File: config.mk
export PLATFORM = sky130hd
export DESIGN_NAME = ps2_host_tx_flat
export DESIGN_NICKNAME = d
export VERILOG_FILES = /design/src/rtl/ps2_host_tx_if.sv /design/src/rtl/ps2_host_tx.sv /design/src/flat_wrapper.sv
export SDC_FILE = /design/constraint.sdc
export NUM_CORES = 1
export LEC_CHECK = 0
export BUFFER_PORTS_ARGS = -buffer_cell sky130_fd_sc_hd__buf_2
export CAP_MARGIN = 0
export CORE_MARGIN = 2
export CORE_UTILIZATION = 47
export CTS_BUF_LIST = sky130_fd_sc_hd__clkbuf_4 sky130_fd_sc_hd__clkbuf_8
export CTS_CLUSTER_DIAMETER = 100
export DETAILED_ROUTE_END_ITERATION = 10
export HOLD_SLACK_MARGIN = 0.1
export PLACE_DENSITY = 0.74
export SETUP_SLACK_MARGIN = 0.02
export SLEW_MARGIN = 20
export SYNTH_ARGS = -nofsm -noshare
export SYNTH_HDL_FRONTEND = slang
export SYNTH_SLANG_ARGS = --single-unit
File: constraint.sdc
create_clock -name CLK100MHZ -period 2.27 [get_ports CLK100MHZ]
set_input_delay 0.454 -clock CLK100MHZ [delete_from_list [all_inputs] [get_ports CLK100MHZ]]
set_output_delay 0.454 -clock CLK100MHZ [all_outputs]
set_load 0.02 [all_outputs]
File: src/rtl/ps2_host_tx_if.sv
// Command handshake between a host controller and the PS/2 host-to-device transmitter.
`timescale 1ns/1ps
interface ps2_host_tx_if;
    logic [7:0] tx_data;
    logic       tx_start;
    logic       busy;
    logic       done;
    logic       err;

    modport master (output tx_data, tx_start, input busy, done, err);
    modport slave  (input tx_data, tx_start, output busy, done, err);
endinterface

File: src/rtl/ps2_host_tx.sv
// PS/2 host-to-device transmitter: inhibits the bus, requests to send, then shifts one
// command byte out on device clock falling edges and checks the device ACK.
`timescale 1ns/1ps
module ps2_host_tx #(
    parameter int unsigned INHIBIT_CYCLES = 12000,
    parameter int unsigned TIMEOUT_CYCLES = 1500000,
    parameter int unsigned SYNC_STAGES    = 2
) (
    input  logic              CLK100MHZ,
    input  logic              CPU_RESETN,
    input  logic              PS2_CLK,
    input  logic              PS2_DATA,
    ps2_host_tx_if.slave      host,
    output logic              clk_drive_low,
    output logic              data_drive_low
);

    localparam int unsigned IW = $clog2(INHIBIT_CYCLES + 1);
    localparam int unsigned TW = $clog2(TIMEOUT_CYCLES + 1);
    localparam logic [IW-1:0] INH_LAST = IW'(INHIBIT_CYCLES - 1);
    localparam logic [TW-1:0] TO_LAST  = TW'(TIMEOUT_CYCLES - 1);

    typedef enum logic [2:0] {IDLE, INHIBIT, REQ, SEND, WAIT_IDLE} state_t;

    state_t                 state_q, state_d;
    logic [SYNC_STAGES-1:0] clk_sync_q, data_sync_q;
    logic                   clk_prev_q;
    logic [IW-1:0]          inh_q, inh_d;
    logic [TW-1:0]          to_q, to_d;
    logic [3:0]             n_q, n_d;
    logic [7:0]             data_q, data_d;
    logic                   par_q, par_d;
    logic                   done_q, done_d;
    logic                   err_q, err_d;

    logic clk_s, data_s, clk_fall;
    logic [2:0] bit_idx;

    // Pads idle high, so the synchronizers preset to 1 to avoid a false edge out of reset.
    always_ff @(posedge CLK100MHZ or negedge CPU_RESETN) begin
        if (!CPU_RESETN) begin
            clk_sync_q  <= '1;
            data_sync_q <= '1;
            clk_prev_q  <= 1'b1;
        end else begin
            // NOTE: non-blocking so every flop samples pre-edge values, forming a true shift chain.
            clk_sync_q  <= SYNC_STAGES'({clk_sync_q, PS2_CLK});
            data_sync_q <= SYNC_STAGES'({data_sync_q, PS2_DATA});
            clk_prev_q  <= clk_s;
        end
    end

    assign clk_s    = clk_sync_q[SYNC_STAGES-1];
    assign data_s   = data_sync_q[SYNC_STAGES-1];
    assign clk_fall = clk_prev_q & ~clk_s;

    always_ff @(posedge CLK100MHZ or negedge CPU_RESETN) begin
        if (!CPU_RESETN) begin
            state_q <= IDLE;
            inh_q   <= '0;
            to_q    <= '0;
            n_q     <= '0;
            data_q  <= '0;
            par_q   <= 1'b0;
            done_q  <= 1'b0;
            err_q   <= 1'b0;
        end else begin
            state_q <= state_d;
            inh_q   <= inh_d;
            to_q    <= to_d;
            n_q     <= n_d;
            data_q  <= data_d;
            par_q   <= par_d;
            done_q  <= done_d;
            err_q   <= err_d;
        end
    end

    always_comb begin
        // NOTE: every target gets a default first so no path leaves a latch behind.
        state_d = state_q;
        inh_d   = inh_q;
        to_d    = to_q;
        n_d     = n_q;
        data_d  = data_q;
        par_d   = par_q;
        done_d  = 1'b0;
        err_d   = 1'b0;
        unique case (state_q)
            IDLE: begin
                if (host.tx_start) begin
                    data_d  = host.tx_data;
                    par_d   = ~^host.tx_data;
                    inh_d   = '0;
                    state_d = INHIBIT;
                end
            end
            INHIBIT: begin
                if (inh_q == INH_LAST) begin
                    to_d    = '0;
                    state_d = REQ;
                end else begin
                    inh_d = inh_q + IW'(1);
                end
            end
            REQ: begin
                // The REQ cycle itself counts toward the first-edge timeout.
                n_d     = '0;
                to_d    = to_q + TW'(1);
                state_d = SEND;
            end
            SEND: begin
                if (clk_fall) begin
                    to_d = '0;
                    n_d  = n_q + 4'd1;
                    if (n_q == 4'd10) begin
                        if (!data_s) begin
                            state_d = WAIT_IDLE;
                        end else begin
                            err_d   = 1'b1;
                            state_d = IDLE;
                        end
                    end
                end else if (to_q == TO_LAST) begin
                    err_d   = 1'b1;
                    state_d = IDLE;
                end else begin
                    to_d = to_q + TW'(1);
                end
            end
            WAIT_IDLE: begin
                if (clk_s && data_s) begin
                    done_d  = 1'b1;
                    state_d = IDLE;
                end else if (to_q == TO_LAST) begin
                    err_d   = 1'b1;
                    state_d = IDLE;
                end else begin
                    to_d = to_q + TW'(1);
                end
            end
            default: state_d = IDLE;
        endcase
    end

    always_comb begin
        clk_drive_low  = 1'b0;
        data_drive_low = 1'b0;
        bit_idx        = 3'(n_q - 4'd1);
        unique case (state_q)
            INHIBIT: clk_drive_low = 1'b1;
            REQ:     data_drive_low = 1'b1;
            SEND: begin
                if (n_q == 4'd0)       data_drive_low = 1'b1;
                else if (n_q <= 4'd8)  data_drive_low = ~data_q[bit_idx];
                else if (n_q == 4'd9)  data_drive_low = ~par_q;
                else                   data_drive_low = 1'b0;
            end
            default: ;
        endcase
    end

    assign host.busy = (state_q != IDLE);
    assign host.done = done_q;
    assign host.err  = err_q;

endmodule

File: src/flat_wrapper.sv
// flat-port wrapper written by rule: the top's interface ports become plain ports
module ps2_host_tx_flat 
#(
    parameter int unsigned INHIBIT_CYCLES = 12000,
    parameter int unsigned TIMEOUT_CYCLES = 1500000,
    parameter int unsigned SYNC_STAGES    = 2
)
  (CLK100MHZ, CPU_RESETN, PS2_CLK, PS2_DATA, clk_drive_low, data_drive_low, host_tx_data, host_tx_start, host_busy, host_done, host_err);
  ps2_host_tx_if host_i ();
  input  logic CLK100MHZ;
  input  logic CPU_RESETN;
  input  logic PS2_CLK;
  input  logic PS2_DATA;
  output logic clk_drive_low;
  output logic data_drive_low;
  input wire logic [$bits(host_i.tx_data)-1:0] host_tx_data;
  input wire logic [$bits(host_i.tx_start)-1:0] host_tx_start;
  output wire logic [$bits(host_i.busy)-1:0] host_busy;
  output wire logic [$bits(host_i.done)-1:0] host_done;
  output wire logic [$bits(host_i.err)-1:0] host_err;
  assign host_i.tx_data = host_tx_data;
  assign host_i.tx_start = host_tx_start;
  assign host_busy = host_i.busy;
  assign host_done = host_i.done;
  assign host_err = host_i.err;
  ps2_host_tx #(.INHIBIT_CYCLES(INHIBIT_CYCLES), .TIMEOUT_CYCLES(TIMEOUT_CYCLES), .SYNC_STAGES(SYNC_STAGES)) u_core (.CLK100MHZ(CLK100MHZ), .CPU_RESETN(CPU_RESETN), .PS2_CLK(PS2_CLK), .PS2_DATA(PS2_DATA), .host(host_i), .clk_drive_low(clk_drive_low), .data_drive_low(data_drive_low));
endmodule
Word level (Yosys, flattened, before mapping)
Cells that the tools add are included.
{"block": "classes", "n_addsub": 4, "n_lt_le_gt_ge": 2, "eq_ne": 14, "n_mux": 33, "bitwise_logic": 4, "n_reduce_logical": 13}
{"op": "two-way mux 21 bit", "count": 4}
{"op": "one-hot mux 21 bit (4 select lines)", "count": 1}
{"op": "two-way mux 14 bit", "count": 2}
{"op": "one-hot mux 14 bit (2 select lines)", "count": 1}
{"op": "adder 21 x 1 -> 21 bit (second input constant)", "count": 1}
{"op": "== test 21 bit (second input constant)", "count": 1}
{"op": "two-way mux 3 bit", "count": 7}
{"op": "one-hot mux 3 bit (5 select lines)", "count": 1}
{"op": "adder 14 x 1 -> 14 bit (second input constant)", "count": 1}
{"op": "== test 14 bit (second input constant)", "count": 1}
{"op": "two-way mux 1 bit", "count": 12}
{"op": "AND reduction 3 bit", "count": 3}
{"op": "== test 4 bit (second input constant)", "count": 2}
{"op": "one-hot mux 4 bit (2 select lines)", "count": 1}
{"op": "XNOR reduction 8 bit", "count": 1}
{"op": "== test 3 x 2 -> 1 bit (second input constant)", "count": 2}
{"op": "inequality test 2 bit (second input constant)", "count": 3}
{"op": "adder 4 x 1 -> 4 bit (second input constant)", "count": 1}
{"op": "less-or-equal comparator 4 bit (second input constant)", "count": 1}
{"op": "zero test 4 bit", "count": 1}
{"op": "< comparator 3 x 4 -> 1 bit (second input constant)", "count": 1}
{"op": "two-way mux 4 bit", "count": 1}
{"op": "inequality test 2 x 1 -> 1 bit (second input constant)", "count": 2}
{"op": "one-hot mux 1 bit (2 select lines)", "count": 2}
{"op": "other kinds (13)", "count": 17}
{"block": "word_totals", "ff_bits": 58, "wordCells": 81}

Depth between registers and ports, before layout
Gate-level depths: netlist (run 1).
{"block": "depth", "word_depth": 7, "depth_mapped": 8, "ltp_nobuf": 7}

Worst setup path before layout (run 1)
Ideal clock, no wire load.
{"block": "synth_path", "path_type": "flip-flop to flip-flop", "startpoint": "register u_core.state_q[2]", "endpoint": "register u_core.inh_q[12]", "setup_time_ns": 0.132, "arrival_ns": 2.129, "setup_slack_ns": 0.009, "path_stages_with_launch": 7, "n_path_buf": 1, "period_less_slack_ns": 2.261, "path_cell_list": "dfrtp_1 clkbuf_1 nor3b_1 o211ai_1 or4_1 xnor2_1 nor2_1"}
{"block": "synth_via", "elab_chain_len": 3, "word_cells_on_any_way": 7}
{"element": "start, declared", "line": "ps2_host_tx.sv:25", "rtl": "state_t state_q, state_d;"}
{"element": "start signal, assigned", "line": "ps2_host_tx.sv:68", "rtl": "state_q <= state_d;"}
{"element": "== test 3 x 1 -> 1 bit or zero test 3 bit (tied branches)", "line": "ps2_host_tx.sv:89", "rtl": "unique case (state_q)"}
{"element": "inequality test 2 bit (no line) or nonzero test 2 bit (tied branches)"}
{"element": "AND reduction 3 bit (no line)"}
{"element": "end signal, assigned", "line": "ps2_host_tx.sv:69", "rtl": "inh_q <= inh_d;"}
{"element": "end, declared", "line": "ps2_host_tx.sv:28", "rtl": "logic [IW-1:0] inh_q, inh_d;"}
Several ways; a longest one is shown, not always the timed one.
A chain may end at the register's enable or synchronous reset.

Worst setup path after layout (run 1)
{"block": "layout_path", "startpoint": "register u_core.n_q[0]", "endpoint": "output data_drive_low"}
{"block": "layout_via", "elab_chain_len": 7, "word_cells_on_any_way": 11}
{"element": "start, declared", "line": "ps2_host_tx.sv:30", "rtl": "logic [3:0] n_q, n_d;"}
{"element": "start signal, assigned", "line": "ps2_host_tx.sv:71", "rtl": "n_q <= n_d;"}
{"element": "subtractor 3 x 1 -> 3 bit", "line": "ps2_host_tx.sv:149", "rtl": "bit_idx = 3'(n_q - 4'd1);"}
{"element": "binary-select mux 1 bit (select 3 bit)", "line": "ps2_host_tx.sv:155", "rtl": "else if (n_q <= 4'd8) data_drive_low = ~data_q[bit_idx];"}
{"element": "two-way mux 1 bit (not written as such)", "line": "ps2_host_tx.sv:155"}
{"element": "inverter 1 bit", "line": "ps2_host_tx.sv:155"}
{"element": "two-way mux 1 bit", "line": "ps2_host_tx.sv:155"}
{"element": "two-way mux 1 bit (*)", "line": "ps2_host_tx.sv:154", "rtl": "if (n_q == 4'd0) data_drive_low = 1'b1;"}
{"element": "one-hot mux 1 bit (2 select lines) (*)", "line": "ps2_host_tx.sv:150", "rtl": "unique case (state_q)"}
{"element": "end, declared", "line": "flat_wrapper.sv:15", "rtl": "output logic data_drive_low;"}
Mark *: on every way between the ends. The rest lies on a longest branch, timed or not. The select of a mux whose other input is x is not followed.

==> results_dict.tcl, run 1 <==
set metrics [dict create \
    status "finished with violations" \
    violations "negative setup slack" \
    cp-start-kind "flip-flop" \
    hp-start "PS2_DATA" \
    grt_max_degree 39 \
    postPlaceCellArea_um2 3590 \
    synth_top_area_share_pct 40.90 \
    ys_warn_count 0 \
    final_area_um2 3958 \
    clock_path_buffers 2 \
    syn_inst 361 \
    synthArstFlopShare_pct 100.0 \
    ys_top_cells_by_area "dfrtp_1 41%, nand2_1 5.7%, dfstp_2 4.1%, nor2_1 4.1%, xnor2_1 3.8%" \
    drtPass1Iterations 7 \
    grt_usage_pct 20.54 \
    syn_area_per_cell_um2 8.984 \
    die_h_um 87.07 \
    hold_violations 0 \
    holdPathEnd "u_core.data_sync_q[0]$_DFF_PN1_" \
    synth_edf_count 0 \
    relSlewSlack_pct 50.11 \
    timing.hold.ws_ps 207.5 \
    crit_fanout 3 \
    multi_input_area_um2 1727 \
    finalCriticalPeriod_ps 2316 \
    dieArea_um2 7580 \
    synth_top_cell_by_area "dfrtp_1" \
    h-tree-depth 3 \
    fillers 547 \
    reg2reg_from "u_core.inh_q[12]$_DFFE_PN0P_" \
    remaining_drc_errors 0 \
    start_util_pct 48.27 \
    final_max_slew_viol_count 0 \
    chipWidth_um 87.07 \
    post-place-cells 469 \
    powerDensity_nw_per_um2 1067 \
    p_leak_nw 1.743 \
    r2r_slack_ps 80 \
    grt_pass1_vias 2645 \
    finClkSkew_ps 12.44 \
    hpwl_um 5087 \
    drv_cap 0 \
    drt_iter0_drc 167 \
    timing.rr.end "u_core.to_q[16]$_DFFE_PN0P_" \
    drt-met1-wl_um 3378 \
    cts_buffers 9 \
    viasPerCell 5.758 \
    final_common_cell "dfrtp_1" \
    cts_tree "done" \
    ys.flop_type "dfrtp_1" \
    wirelength_um 7278 \
    met3_length_um 365 \
    min_period_over_period_pct 102.0 \
    num_vias 2850 \
    layout.nets 430 \
    drive_gt1_share_pct 21.20 \
    clock-sinks 58 \
    critPathKind "reg -> out" \
    fmax_mhz 431.8 \
    setup_ws_ps -46.12 \
    post_drt_wl_per_cell_um 14.70 \
    grt_pass1_wl_um 12280 \
    synth.distinct_cells 46 \
    cts-root-buf "clkbuf_8" \
    synthesis.area_um2 3243 \
    setup-tns-final_ps -46.12 \
    mostFrequentLayoutCells "53 x dfrtp_1, 49 x nand2_1, 34 x nor2_1" \
    seq_area_um2 1458 \
    insertedDiodeCount 0 \
    place.gp.congestion 0.8721 \
    yosysSeqAreaShare_pct 44.95 \
    io_pins 18 \
    layout.cells.non_filler 495 \
    port-buffer-count 17 \
    crit_required_ps 1820 \
    ys_ff_latch 58 \
    rr_worst_depth 6 \
    finalSetupViolCount 1 \
    tightest_slew_ps 742.6 \
    hold_depth 1 \
    num_rows 30 \
    core-area_um2 6719 \
    irDropWorstVdd_uv 622.7 \
    antenna_found_initial 0 \
    area_delta_synth_final_pct 22.03 \
    wl_met2_um 3375 \
    rsz0062_at_grt "true" \
    critPathArrivalTime_ps 1860 \
    syn_nets 381 \
    top_layer_used "met4" \
    clock_latency_ps 340 \
    cp-end-kind "primary output" \
    clk_pin_slew_ps 70 \
    grt_overflow 0 \
    hold_path.class "in -> reg" \
    ant_nets 0 \
]
==> synthesized netlist by cell type (all sizes together), types with 3 or more instances <==
cell type	instances
a21oi	16
nand2b	4
nor3	6
nor3b	4
nand2	49
a21o	4
nand3	20
o22ai	3
o21a	3
dfrtp	53
dfstp	5
nor4	4
xor2	8
a31oi	17
or4	4
clkbuf	7
nand3b	3
xnor2	14
and2	4
inv	18
o21ai	21
and3	6
buf	6
or3	4
nor2	35
a41oi	4
nand4	8
mux2i	3
ha	7
==> what timing repair did <==
action	CTS	global route
hold endpoints to repair	20	0
hold buffers	1	0
setup endpoints to repair	1	21
buffers inserted	2	7
pin swaps	0	5
resized for setup	5	10
==> flip-flops by register name, summed over array words and instances (netlist names) <==
signal              count
u_core.to_q            21
u_core.inh_q           14
u_core.data_q           8
u_core.n_q              4
u_core.state_q          3
u_core.clk_sync_q       2
u_core.data_sync_q      2
u_core.clk_prev_q       1
u_core.host.done        1
u_core.host.err         1
u_core.par_q            1
==> per-layer routing <==
layer	global-route usage, %	up-vias
met5	0	-
met4	9.375	0
met3	4.076	19
met2	31.58	86
met1	27.96	1356
li1	-	1389
==> report_power, final <==
group | leakage, nW | internal, mW | switching, mW | total, mW
clock network | 0.112 | 0.649 | 0.429 | 1.08
logic | 0.868 | 0.780 | 0.990 | 1.77
registers | 0.762 | 1.23 | 0.148 | 1.37
total | 1.74 | 2.66 | 1.57 | 4.22
==> final cells by class <==
| class | count | share of cell area, % |
|---|---|---|
| Inverter | 18 | 1.707 |
| Timing Repair Buffer | 51 | 9.548 |
| Multi-Input combinational cell | 272 | 43.63 |
| Clock buffer | 10 | 3.478 |
| Clock inverter | 6 | 2.276 |
| Sequential cell | 58 | 36.83 |
| Tap cell | 80 | 2.529 |
==> worst max path at each step <==
stage                                          endpoint  depth (start not counted)                         from  slack (ps)
final                                    data_drive_low                          7    u_core.n_q[0]$_DFFE_PN0P_         -50
after global routing                     data_drive_low                          7    u_core.n_q[0]$_DFFE_PN0P_        -140
after CTS                                data_drive_low                          7    u_core.n_q[0]$_DFFE_PN0P_         -60
after detailed placement  u_core.state_q[0]$_DFFE_PN0P_                          6  u_core.inh_q[8]$_DFFE_PN0P_          60
after global placement      u_core.to_q[19]$_DFFE_PN0P_                          5  u_core.inh_q[8]$_DFFE_PN0P_          90
after floorplan                          data_drive_low                          6    u_core.n_q[0]$_DFFE_PN0P_         150
==> critical path, stage by stage (launching register included) <==
cell	delay [ps]
dfrtp_1	380
inv_2	70
ha_4	280
mux4_2	290
mux2i_1	170
a21oi_1	90
nor2_1	100
buf_4	150
==> per-stage QoR <==
stage	utilization [%]	total power, mW	setup slack (ps)
2_1_floorplan	-	2.438	153.9
3_3_place_gp	53.43	2.896	90.68
3_5_place_dp	53.43	2.934	60.80
4_1_cts	57.47	4.095	-64.36
5_1_grt	58.90	4.496	-136.7
6_report	58.90	4.222	-46.12
==> kinds of logic (layout without fill, tap and decap cells) <==
group	Yosys count	after routing	share of synthesized area, %
xor+xnor	22	22	5.942
flops	58	58	44.95
mux	5	5	2.315
compound gates	80	80	16.05
fa+ha+maj	7	7	2.700
simple gates	158	158	24.15
buf+inv	31	85	3.897
Note: power is estimated with default switching activity, not from simulation.
==> inputs of run 2 (changes only) <==
--- a/config.mk
+++ b/config.mk
@@ -7,9 +7,9 @@
 export LEC_CHECK = 0
 export BUFFER_PORTS_ARGS = -buffer_cell sky130_fd_sc_hd__buf_2
 export CAP_MARGIN = 0
-export CORE_MARGIN = 2
+export CORE_MARGIN = 4
 export CORE_UTILIZATION = 47
-export CTS_BUF_LIST = sky130_fd_sc_hd__clkbuf_4 sky130_fd_sc_hd__clkbuf_8
+export CTS_BUF_LIST = sky130_fd_sc_hd__clkbuf_16
 export CTS_CLUSTER_DIAMETER = 100
 export DETAILED_ROUTE_END_ITERATION = 10
 export HOLD_SLACK_MARGIN = 0.1
==> results_dict.tcl, run 2 (synthesized netlist as in run 1, its figures left out) <==
set metrics [dict create \
    postPlaceCellArea_um2 3567 \
    finalCriticalPeriod_ps 2264 \
    crit_required_ps 1820 \
    fillers 583 \
    setup-tns-final_ps 0 \
    grt_pass1_vias 2662 \
    cp_slowest_cell "dfrtp_1" \
    insertedDiodeCount 0 \
    rsz0062_at_grt "true" \
    slowest_delay_ps 370 \
    grt_max_degree 37 \
    core-area_um2 6756 \
    drtPass1Iterations 4 \
    ant_nets 0 \
    clk_pin_slew_ps 50 \
    clock-sinks 58 \
    grtUsageMet3_pct 4.225 \
    grtUsageMet2_pct 28.94 \
    grt_pass1_wl_um 12520 \
    hold_path.class "in -> async" \
    cts-root-buf "clkbuf_16" \
    finClkSkew_ps 6.087 \
    powerDensity_nw_per_um2 1117 \
    hold_violations 0 \
    tightest_slew_ps 681.4 \
    dieArea_um2 8293 \
    grt_usage_pct 18.58 \
    layout.nets 418 \
    hpwl_um 5079 \
    met1_usage_pct 24.87 \
    final_common_cell "dfrtp_1" \
    die_h_um 91.07 \
    cts_buffers 9 \
    remaining_drc_errors 0 \
    post-route-util_pct 58.13 \
    num_rows 30 \
    mostFrequentLayoutCells "53 x dfrtp_1, 49 x nand2_1, 34 x nor2_1" \
    h-tree-depth 3 \
    clock_path_buffers 2 \
    drv_cap 0 \
    place.gp.congestion 0.9182 \
    fmax_mhz 441.8 \
    cp-end-kind "primary output" \
    cp_cell_sequence "inv_2, ha_4, mux4_2, mux2i_1, a21oi_1, nor2_1, buf_4" \
    final_max_slew_viol_count 0 \
    cts_tree "done" \
    num_vias 2750 \
    viasPerCell 5.694 \
    p_total_mw 4.387 \
    cp-start-kind "flip-flop" \
    clock_latency_ps 320 \
    wirelength_um 7044 \
    port-buffer-count 17 \
    chipWidth_um 91.07 \
    multi_input_area_um2 1710 \
    start_util_pct 48.00 \
    drive_gt1_share_pct 18.36 \
    holdBufCountCts 0 \
    area_delta_synth_final_pct 21.10 \
    min_period_over_period_pct 99.72 \
    top_register "u_core.to_q" \
    relSlewSlack_pct 54.09 \
    irDropWorstVdd_uv 559.0 \
    grt_overflow 0 \
    io_pins 18 \
    drt_iter0_drc 224 \
    critPathKind "reg -> out" \
    finalSetupViolCount 0 \
    largestRegisters "u_core.to_q: 21 flops, u_core.inh_q: 14 flops, u_core.data_q: 8 flops" \
    critPathArrivalTime_ps 1810 \
    largest_register_ffs 21 \
    status "finished, final reports clean" \
    timing.hold.ws_ps 115.0 \
    busiest_layer "met2" \
    antenna_found_initial 0 \
    final_area_um2 3928 \
    seq_area_um2 1458 \
    post_drt_wl_per_cell_um 14.58 \
    crit_fanout 4 \
    p_leak_nw 1.725 \
]
-- run 2: changes by cell type in the layout (fill, tap and decap cells not counted), sizes merged --
cell         previous run  this run
clkbuf                 10         9
buf                    50        39
inv                    18        19
dlygate4sd3             1         0
-- run 2: cell type report --
| class | instances | area share, % |
|---|---|---|
| multi-input cells | 272 | 43.55 |
| repair buffers | 39 | 7.168 |
| well taps | 80 | 2.549 |
| flip-flops and latches | 58 | 37.11 |
| clock buffers | 9 | 5.734 |
| clock inverters | 7 | 2.166 |
| inverters | 18 | 1.720 |
-- run 2: worst max-delay path: cells and delay by family (launching register included) --
kind,cells,cell delay [ps]
compound gates,1,80
fa+ha+maj,1,280
buf+inv,2,230
flops,1,370
mux,2,430
simple gates,1,100
-- run 2: metrics by stage --
step / instances / setup WS, ps
floorplan: 361 / 153.9
global placement: 466 / 70.52
detailed placement: 466 / 33.51
CTS: 482 / -15.21
global route: 483 / -95.97
finish: 483 / 6.292
-- run 2: what timing repair did --
action                     CTS  global route
hold endpoints to repair     0             0
resized for setup            5             8
setup endpoints to repair    2            14
pin swaps                    0             5
buffers inserted             0             1
-- run 2: path summary, 6_finish.rpt --
path | from | end | slack (ps) | depth (start not counted)
max in group asynchronous | CPU_RESETN | u_core.data_sync_q[0]$_DFF_PN1_ | 1500 | 2
worst max register to register | u_core.inh_q[12]$_DFFE_PN0P_ | u_core.state_q[0]$_DFFE_PN0P_ | 130 | 6
worst min register to register | u_core.clk_sync_q[0]$_DFF_PN1_ | u_core.clk_sync_q[1]$_DFF_PN1_ | 350 | 0
worst min-delay path | CPU_RESETN | u_core.inh_q[7]$_DFFE_PN0P_ | 110 | 1
worst max-delay path | u_core.n_q[0]$_DFFE_PN0P_ | data_drive_low | 6 | 7
min in group CLK100MHZ | PS2_CLK | u_core.clk_sync_q[0]$_DFF_PN1_ | 230 | 1
-- run 2: layer usage --
layer	routed length [µm]	part of all wire, %
met5	0	0
met4	69	0.98
met3	265	3.8
met2	3361	48
met1	3348	48
-- run 2: power breakdown --
group | leakage, nW | internal (mW) | switching, mW
sequential | 0.762 | 1.23 | 0.161
clock | 0.154 | 0.946 | 0.445
combinational | 0.809 | 0.687 | 0.920
